--- src/rtl/csi_tx_packer.sv ---
// CSI-2 two-lane transmit packer: frame start/end short packets and long pixel packets
// with header ECC, payload pass-through, CRC-16 trailer and an inter-packet idle gap.
module csi_tx_packer #(
  parameter logic [7:0]  DT_PIX    = 8'h2B,
  parameter logic [1:0]  VC        = 2'd0,
  parameter int unsigned GAP_CYC   = 4,
  parameter logic [15:0] FCNT_INIT = 16'h0000
) (
  input  logic        clk,
  input  logic        reset,
  input  logic        fs_req,
  input  logic        fe_req,
  input  logic        ln_req,
  input  logic [15:0] ln_wc,
  input  logic [15:0] pix_dat,
  input  logic        pix_vld,
  output logic        pix_rdy,
  output logic [15:0] tx_dat,
  output logic        tx_vld,
  output logic        busy,
  output logic        err
);

  localparam int unsigned WC_W  = 16;
  localparam int unsigned GAP_W = 4;

  typedef enum logic [2:0] {
    ST_IDLE, ST_HDR0, ST_HDR1, ST_PAYLOAD, ST_CRC, ST_GAP
  } state_t;

  state_t            state_q, state_d;
  logic [7:0]        di_q, di_d;
  logic [WC_W-1:0]   wc_q, wc_d;
  logic [7:0]        ecc_q, ecc_d;
  logic [WC_W-1:0]   rem_q, rem_d;
  logic [15:0]       crc_q, crc_d;
  logic [WC_W-1:0]   fcnt_q, fcnt_d;
  logic [GAP_W-1:0]  gap_q, gap_d;
  logic              long_q, long_d;
  logic              err_q, err_d;

  logic [7:0]        hdr_di;
  logic [WC_W-1:0]   hdr_wc;
  logic              hdr_go;

  // CSI-2 header Hamming parity over {WC_hi, WC_lo, DI}
  function automatic logic [7:0] ecc_calc(input logic [23:0] d);
    logic [5:0] p;
    p[0] = d[0]^d[1]^d[2]^d[4]^d[5]^d[7]^d[10]^d[11]^d[13]^d[16]^d[20]^d[21]^d[22]^d[23];
    p[1] = d[0]^d[1]^d[3]^d[4]^d[6]^d[8]^d[10]^d[12]^d[14]^d[17]^d[20]^d[21]^d[22]^d[23];
    p[2] = d[0]^d[2]^d[3]^d[5]^d[6]^d[9]^d[11]^d[12]^d[15]^d[18]^d[20]^d[21]^d[22];
    p[3] = d[1]^d[2]^d[3]^d[7]^d[8]^d[9]^d[13]^d[14]^d[15]^d[19]^d[20]^d[21]^d[23];
    p[4] = d[4]^d[5]^d[6]^d[7]^d[8]^d[9]^d[16]^d[17]^d[18]^d[19]^d[20]^d[22]^d[23];
    p[5] = d[10]^d[11]^d[12]^d[13]^d[14]^d[15]^d[16]^d[17]^d[18]^d[19]^d[21]^d[22]^d[23];
    return {2'b00, p};
  endfunction

  // Reflected CRC-16 (0x8408) over one byte, LSB first
  function automatic logic [15:0] crc_byte(input logic [15:0] c, input logic [7:0] b);
    logic [15:0] r;
    r = c ^ {8'h00, b};
    for (int k = 0; k < 8; k++) begin
      r = r[0] ? ((r >> 1) ^ 16'h8408) : (r >> 1);
    end
    return r;
  endfunction

  always_ff @(posedge clk) begin
    if (reset) begin
      state_q <= ST_IDLE;
      di_q    <= 8'h00;
      wc_q    <= '0;
      ecc_q   <= 8'h00;
      rem_q   <= '0;
      crc_q   <= 16'hFFFF;
      fcnt_q  <= FCNT_INIT;
      gap_q   <= '0;
      long_q  <= 1'b0;
      err_q   <= 1'b0;
    end else begin
      state_q <= state_d;
      di_q    <= di_d;
      wc_q    <= wc_d;
      ecc_q   <= ecc_d;
      rem_q   <= rem_d;
      crc_q   <= crc_d;
      fcnt_q  <= fcnt_d;
      gap_q   <= gap_d;
      long_q  <= long_d;
      err_q   <= err_d;
    end
  end

  always_comb begin
    state_d = state_q;
    di_d    = di_q;
    wc_d    = wc_q;
    ecc_d   = ecc_q;
    rem_d   = rem_q;
    crc_d   = crc_q;
    fcnt_d  = fcnt_q;
    gap_d   = gap_q;
    long_d  = long_q;
    err_d   = 1'b0;
    hdr_di  = 8'h00;
    hdr_wc  = '0;
    hdr_go  = 1'b0;
    tx_vld  = 1'b0;
    tx_dat  = 16'h0000;
    pix_rdy = 1'b0;

    unique case (state_q)
      ST_IDLE: begin
        // fe > fs > ln; frame number never takes the value 0 once counting
        if (fe_req) begin
          hdr_di = {VC, 6'h01};
          hdr_wc = fcnt_q;
          hdr_go = 1'b1;
          long_d = 1'b0;
        end else if (fs_req) begin
          hdr_wc = (fcnt_q == 16'hFFFF) ? 16'h0001 : WC_W'(fcnt_q + 16'h0001);
          fcnt_d = hdr_wc;
          hdr_di = {VC, 6'h00};
          hdr_go = 1'b1;
          long_d = 1'b0;
        end else if (ln_req) begin
          if (ln_wc[0]) begin
            err_d = 1'b1;
          end else begin
            hdr_di = {VC, DT_PIX[5:0]};
            hdr_wc = ln_wc;
            rem_d  = ln_wc;
            crc_d  = 16'hFFFF;
            long_d = 1'b1;
            hdr_go = 1'b1;
          end
        end
        if (hdr_go) begin
          di_d    = hdr_di;
          wc_d    = hdr_wc;
          ecc_d   = ecc_calc({hdr_wc, hdr_di});
          state_d = ST_HDR0;
        end
      end
      ST_HDR0: begin
        tx_vld  = 1'b1;
        tx_dat  = {wc_q[7:0], di_q};
        state_d = ST_HDR1;
      end
      ST_HDR1: begin
        tx_vld = 1'b1;
        tx_dat = {ecc_q, wc_q[15:8]};
        if (!long_q) begin
          gap_d   = GAP_W'(GAP_CYC - 1);
          state_d = ST_GAP;
        end else if (rem_q == '0) begin
          state_d = ST_CRC;
        end else begin
          state_d = ST_PAYLOAD;
        end
      end
      ST_PAYLOAD: begin
        // A stalled source mid-packet cannot be held in HS mode: abort without CRC
        pix_rdy = 1'b1;
        if (pix_vld) begin
          tx_vld = 1'b1;
          tx_dat = pix_dat;
          crc_d  = crc_byte(crc_byte(crc_q, pix_dat[7:0]), pix_dat[15:8]);
          rem_d  = WC_W'(rem_q - 16'd2);
          if (rem_q == 16'd2) begin
            state_d = ST_CRC;
          end
        end else begin
          err_d   = 1'b1;
          gap_d   = GAP_W'(GAP_CYC - 1);
          state_d = ST_GAP;
        end
      end
      ST_CRC: begin
        tx_vld  = 1'b1;
        tx_dat  = crc_q;
        gap_d   = GAP_W'(GAP_CYC - 1);
        state_d = ST_GAP;
      end
      ST_GAP: begin
        if (gap_q == '0) begin
          state_d = ST_IDLE;
        end else begin
          gap_d = GAP_W'(gap_q - 4'd1);
        end
      end
      default: state_d = ST_IDLE;
    endcase
  end

  assign busy = (state_q != ST_IDLE);
  assign err  = err_q;

endmodule

--- config.mk ---
export PLATFORM = sky130hd
export DESIGN_NAME = csi_tx_packer
export DESIGN_NICKNAME = d
export VERILOG_FILES = /design/src/rtl/csi_tx_packer.sv
export SDC_FILE = /design/constraint.sdc
export NUM_CORES = 1
export LEC_CHECK = 0
export ABC_AREA = 1
export BUFFER_PORTS_ARGS = -buffer_cell sky130_fd_sc_hd__buf_2
export CORE_ASPECT_RATIO = 0.75
export CORE_MARGIN = 2
export CORE_UTILIZATION = 30
export DETAILED_ROUTE_END_ITERATION = 10
export PLACE_DENSITY_LB_ADDON = 0.3
export SLEW_MARGIN = 20
export SYNTH_ARGS = -nofsm -noshare
export SYNTH_HDL_FRONTEND = slang
export SYNTH_SLANG_ARGS = --single-unit
--- constraint.sdc ---
create_clock -name clk -period 2.03 [get_ports clk]
set_input_delay 0.3045 -clock clk [delete_from_list [all_inputs] [get_ports clk]]
set_output_delay 0.3045 -clock clk [all_outputs]
set_load 0.02 [all_outputs]
=== Word level (Yosys, flattened, before mapping) ===
Index checks and enable logic that the tools add are counted.

* Bits in registers: 87
* Bits in latches: 0
* RAM bits: 0
* ROM bits: 0
* Bits of input ports: 38
* Output and inout port bits: 20
* Logic and storage cells: 208
* Memories: 0

* $add $sub $neg: 3
* $mul: 0
* Div/mod/pow operators: 0
* Magnitude comparators: 0
* Equality and inequality tests: 19
* Shift operators: 0
* Muxes and demuxes: 70
* Bitwise operators: 92
* Reduce and logical (&&, ||, !) cells: 14

{| class="wikitable"
|+ Operators with widths
! cell !! number
|-
| $mux 16 || 33
|-
| $xor 1x1->1 || 73
|-
| $pmux 16 s2 || 2
|-
| $pmux 16 s4 || 1
|-
| $not 2->3 || 16
|-
| $xor 16x8->16 || 2
|-
| $mux 6 || 4
|-
| $ne 2x2->1 const B || 10
|-
| $mux 3 || 6
|-
| $pmux 3 s6 || 1
|-
| $add 16x1->16 const B || 1
|-
| $eq 16x16->1 const B || 1
|-
| $eq 16x2->1 const B || 1
|-
| $logic_not 16->1 || 1
|-
| $mux 1 || 16
|-
| $pmux 4 s4 || 1
|-
| $sub 16x2->16 const B || 1
|-
| $mux 4 || 3
|-
| $reduce_and 3->1 || 3
|-
| $mux 8 || 1
|-
| $eq 3x2->1 const B || 2
|-
| $eq 3x3->1 const B || 2
|-
| $ne 3x3->1 const B || 2
|-
| $reduce_and 6->1 || 1
|-
| 12 further kinds || 14
|}

=== Depth between registers and ports, before layout ===
* Depth after elaboration: 36
* Depth in mapped cells: 20
* Gate-level depth less buffers: 20

=== Worst setup path before layout ===
No wires, ideal clock.

* Path kind: register -> register
* Start point: register fcnt_q[0]
* End point: register ecc_q[5]
* Setup time: 0.109 ns
* Data arrival time: 1.874 ns
* Data required time: 1.921 ns
* Path slack: 0.047 ns
* Cell stages (with the launch flop): 20
* Buffers on the path: 1
* Clock period less this slack: 1.983 ns
* Path through: dfxtp_1 > ha_1 > nand3_1 > nor2_1 > nand2_1 > buf_6 > nand4_1 > nand2_2 > nand2_2 > nand2_1 > nand2_1 > nand2_1 > nand2_1 > nand2_1 > nand2_1 > nand2_1 > nand2_1 > nand3_1 > nand2_1 > inv_1

* Word-level cells in the longest chain between the ends: 17
* Elaborated cells on any way between the ends: 18
* Classes of those cells: 1 x add/sub; 1 x eq/ne; 4 x mux; 12 x bitwise

{| class="wikitable"
|+ RTL lines
! what !! line !! source
|-
| start: declaration || 37 || <nowiki>logic [WC_W-1:0] fcnt_q, fcnt_d;</nowiki>
|-
| start signal: assignment || 87 || <nowiki>fcnt_q <= fcnt_d;</nowiki>
|-
| $add 16x1->16 or $eq 16x16->1 (tied branches) || 121 || <nowiki>hdr_wc = (fcnt_q == 16'hFFFF) ? 16'h0001 : WC_W'(fcnt_q + 16'h0001);</nowiki>
|-
| $mux 16 * || 121 ||
|-
| $mux 16 * || 120 || <nowiki>end else if (fs_req) begin</nowiki>
|-
| $mux 16 * || 115 || <nowiki>if (fe_req) begin</nowiki>
|-
| $mux 16 * || 112 || <nowiki>unique case (state_q)</nowiki>
|-
| $xor 1x1->1 (11 in series) || 54 || <nowiki>p[5] = d[10]^d[11]^d[12]^d[13]^d[14]^d[15]^d[16]^d[17]^d[18]^d[19]^d[21]^d[22]^d[23];</nowiki>
|-
| $xor 1x1->1 * || 54 ||
|-
| end signal: assignment || 73 || <nowiki>ecc_q <= 8'h00;</nowiki>
|-
| end signal: assignment || 84 || <nowiki>ecc_q <= ecc_d;</nowiki>
|-
| end: declaration || 34 || <nowiki>logic [7:0] ecc_q, ecc_d;</nowiki>
|}

Mark *: on every way between the ends. The rest lies on a longest branch, timed or not. The select of a mux whose other input is x is not followed.
A chain may end at the register's enable or synchronous reset.

=== Worst setup path after layout ===
* Start point: register fcnt_q[0]
* End point: register ecc_q[1]

* Word-level cells in the longest chain between the ends: 14
* Elaborated cells on any way between the ends: 15
* Classes of those cells: 1 x add/sub; 1 x eq/ne; 4 x mux; 9 x bitwise

{| class="wikitable"
|+ RTL lines
! what !! line !! source
|-
| $add 16x1->16 or $eq 16x16->1 (tied branches) || 121 ||
|-
| $mux 16 || 121 ||
|-
| $mux 16 || 120 ||
|-
| $mux 16 * || 115 ||
|-
| $mux 16 * || 112 ||
|-
| $xor 1x1->1 (8 in series) || 50 || <nowiki>p[1] = d[0]^d[1]^d[3]^d[4]^d[6]^d[8]^d[10]^d[12]^d[14]^d[17]^d[20]^d[21]^d[22]^d[23];</nowiki>
|-
| $xor 1x1->1 * || 50 ||
|}

Marks and branches as above.

==> impl_metrics.env <==
export IMPL_status="finished with violations"
export IMPL_violations="negative setup slack"
export IMPL_maxCapViolations=0
export IMPL_worst_path_max_delay_cell="dfxtp_4"
export IMPL_grt_overflow=0
export IMPL_numCtsBuffers=9
export IMPL_synthFlopType="dfxtp_1"
export IMPL_syn_inst=931
export IMPL_rsz0062_at_grt="yes"
export IMPL_wl_per_cell_um=15.1
export IMPL_crit_path_start_kind="flip-flop"
export IMPL_hold_depth=3
export IMPL_ys_ff_latch=80
export IMPL_drv_slew=0
export IMPL_crit_required_ps=2280
export IMPL_fin_nets=1156
export IMPL_gp_congestion=0.861
export IMPL_hold_viol_final=0
export IMPL_min_to="rem_q[4]"
export IMPL_max_stage_delay_ps=360
export IMPL_path_buf_inv=2
export IMPL_synth_nets=972
export IMPL_row_count=44
export IMPL_cts_buffer_depth=2
export IMPL_relSlewSlack_pct=68.0
export IMPL_hp_start="ln_wc[4]"
export IMPL_fin_crit_sh_pct=105
export IMPL_die_width_um=165
export IMPL_antenna_found_initial=0
export IMPL_crit_family="simple AND/OR/NAND/NOR gates"
export IMPL_clock_fmax_mhz=468
export IMPL_cellPowerDensity_mw_per_mm2=999
export IMPL_cts_sinks=80
export IMPL_path_clk_slew_ps=60
export IMPL_dp_hpwl_um=15000
export IMPL_core_area_sq_mm=0.0192
export IMPL_dieArea_sq_mm=0.0205
export IMPL_hp_class="input pin to flip-flop"
export IMPL_viasPerCell=4.86
export IMPL_drive_above_1_share_pct=34.2
export IMPL_dr_pass1_iters=6
export IMPL_timing_rr_end="ecc_q[1]"
export IMPL_grt_pass1_wl_um=31400
export IMPL_io_pins=58
export IMPL_grt_pass1_vias=5981
export IMPL_grt_start_max_net_pins=35
export IMPL_p_leak_nw=4.10
export IMPL_reg2reg_depth=18
export IMPL_root_buffer="clkbuf_16"
export IMPL_reg2reg_from="fcnt_q[0]"
export IMPL_rrSetupSlack_ps=-110
export IMPL_layout_setup_ws_ps=-107
export IMPL_antenna_left=0
export IMPL_synth_seq_area_share_pct=27.6
export IMPL_track_usage_pct=19.6
export IMPL_die_h_um=124
export IMPL_mostFrequentLayoutCell="nand2_1"
export IMPL_dp_cells=1328
export IMPL_holdWs_ps=285
export IMPL_synth_edf_count=0
export IMPL_yosys_warnings=0
export IMPL_async_flop_share_pct=0
export IMPL_drc_errors=0
export IMPL_cts_tree="yes"
export IMPL_worstSkewPairLatency_ps=350
export IMPL_fin_crit_ps=2140
export IMPL_htreeDepth=3
export IMPL_path_class="flip-flop to flip-flop"
export IMPL_numPortBuffers=57
export IMPL_syn_area_sq_mm=0.00580
export IMPL_cp_max_fo=5
export IMPL_cp_data_arrival_time_ps=2390
export IMPL_synth_avg_cell_area_sq_um=6.23
export IMPL_dr_total_vias=6666
export IMPL_tightest_slew_ps=477
export IMPL_path_cells="ha_4, nand2_4, nor2_4, nand2_4, o21ai_2, nand2_2, o21ai_4, inv_2, nand2_2, nand2_4, nand2_4, nand2_2, nand2_2, nand2_1, nand2_1, nand3_1, nand2_1, inv_1"
export IMPL_end_kind="flip-flop"
export IMPL_initial_core_util_pct=30.3
export IMPL_ir_drop_mv=0.647
export IMPL_drtIter0Drc=611
export IMPL_finClkSkew_ps=5.65
export IMPL_area_growth_pct=45.8
export IMPL_synth_distinct_cells=41
export IMPL_hold_buffers=0
export IMPL_diodes=0
export IMPL_fill_cells=1949
export IMPL_setup_viol=6
export IMPL_final_cells=1373
export IMPL_wirelength_um=20700
export IMPL_final_cell_mix="192 x nand2_1, 136 x buf_4, 132 x inv_1"
-- layer usage --
layer  track usage [%]  vias up  part of all wire, %  routed length, um
met5                 0        -                    0                  0
met4              3.94        0                  1.2                239
met3              3.83       22                  7.1               1470
met2              29.2      203                   43               8810
met1              29.3     3054                   49              10100
li1                  -     3387                    -                  -
-- kinds of logic after synthesis --
kind of cell | after synthesis | synth area share (%)
and+or+nand+nor | 415 | 30.9
buffers and inverters | 182 | 12.2
adders and majority gates | 3 | 0.647
DFF | 80 | 27.6
xor gates and xnor gates | 56 | 9.49
AOI/OAI and AO/OA | 195 | 19.2
-- Yosys cell counts, drive strengths merged (3+ instances only) --
cell type / number / area [sq um]
ha: 3 / 37.5
nor2: 55 / 241
nor3: 10 / 50.1
inv: 150 / 563
o2111ai: 9 / 78.8
xnor2: 28 / 275
or2: 6 / 37.5
a31oi: 5 / 31.3
dfxtp: 80 / 1600
o21ai: 87 / 450
o22ai: 8 / 50.1
clkbuf: 21 / 78.8
o211ai: 8 / 60.1
buf: 10 / 61.3
a211oi: 13 / 97.6
nand2: 253 / 987
nor4: 3 / 18.8
nand4: 11 / 68.8
nand3: 76 / 380
xor2: 28 / 275
a21oi: 60 / 300
-- worst max path at each step --
stage	cells past startpoint	startpoint	end	slack (ps)
final	18	fcnt_q[0]	ecc_q[1]	-110
after global routing	19	fcnt_q[6]	ecc_q[5]	-280
after CTS	14	fcnt_q[1]	ecc_q[2]	-90
after detailed placement	15	fcnt_q[2]	ecc_q[1]	-220
after global placement	15	fcnt_q[2]	ecc_q[1]	-230
after floorplan	19	fcnt_q[0]	ecc_q[5]	50
-- worst min-delay path, delay by kind of cell --
| family | cells | cell delay, ps |
|---|---|---|
| compound gates | 2 | 170 |
| buf+inv | 1 | 110 |
-- area by class of cell --
class | instances | area, sq um | share of cell area [%]
clock buffer | 11 | 243 | 2.87
clock inverter | 5 | 56.3 | 0.666
multi-input combinational | 669 | 4030 | 47.7
inverter | 151 | 569 | 6.73
sequential | 80 | 1630 | 19.3
tap | 253 | 317 | 3.74
timing repair buffer | 204 | 1610 | 19.0
-- flip-flops by register name (all words and copies together), names as in the netlist --
signal	count
rem_q	15
gap_q	4
err	1
fcnt_q	16
wc_q	16
long_q	1
crc_q	16
di_q	2
state_q	3
ecc_q	6
-- power by group --
part / internal, mW / switching (mW) / leakage [nW]
registers: 1.94 / 0.227 / 0.663
clock network: 0.985 / 0.700 / 0.145
logic: 1.92 / 2.68 / 3.29
total: 4.85 / 3.60 / 4.10
-- timing repair --
item                                    CTS  global route
gates resized for setup                  76           134
setup buffers                            12            15
cloned                                    2             2
pin swaps                                21            45
endpoints found under the setup margin   19            33
-- per-stage QoR --
| stage | instance area, sq um | utilization (%) | worst slack [ps] | setup TNS, ps | total power [mW] |
|---|---|---|---|---|---|
| after floorplan | 5800 | - | 47.2 | 0 | 4.69 |
| after global placement | 7200 | 37.6 | -233 | -812 | 6.02 |
| after detailed placement | 7200 | 37.6 | -221 | -998 | 6.05 |
| after CTS | 7870 | 41.1 | -89.6 | -464 | 7.99 |
| after global routing | 8450 | 44.1 | -283 | -2000 | 9.06 |
| final | 8450 | 44.1 | -107 | -463 | 8.45 |
No activity file was read; power rests on OpenSTA's default activity.
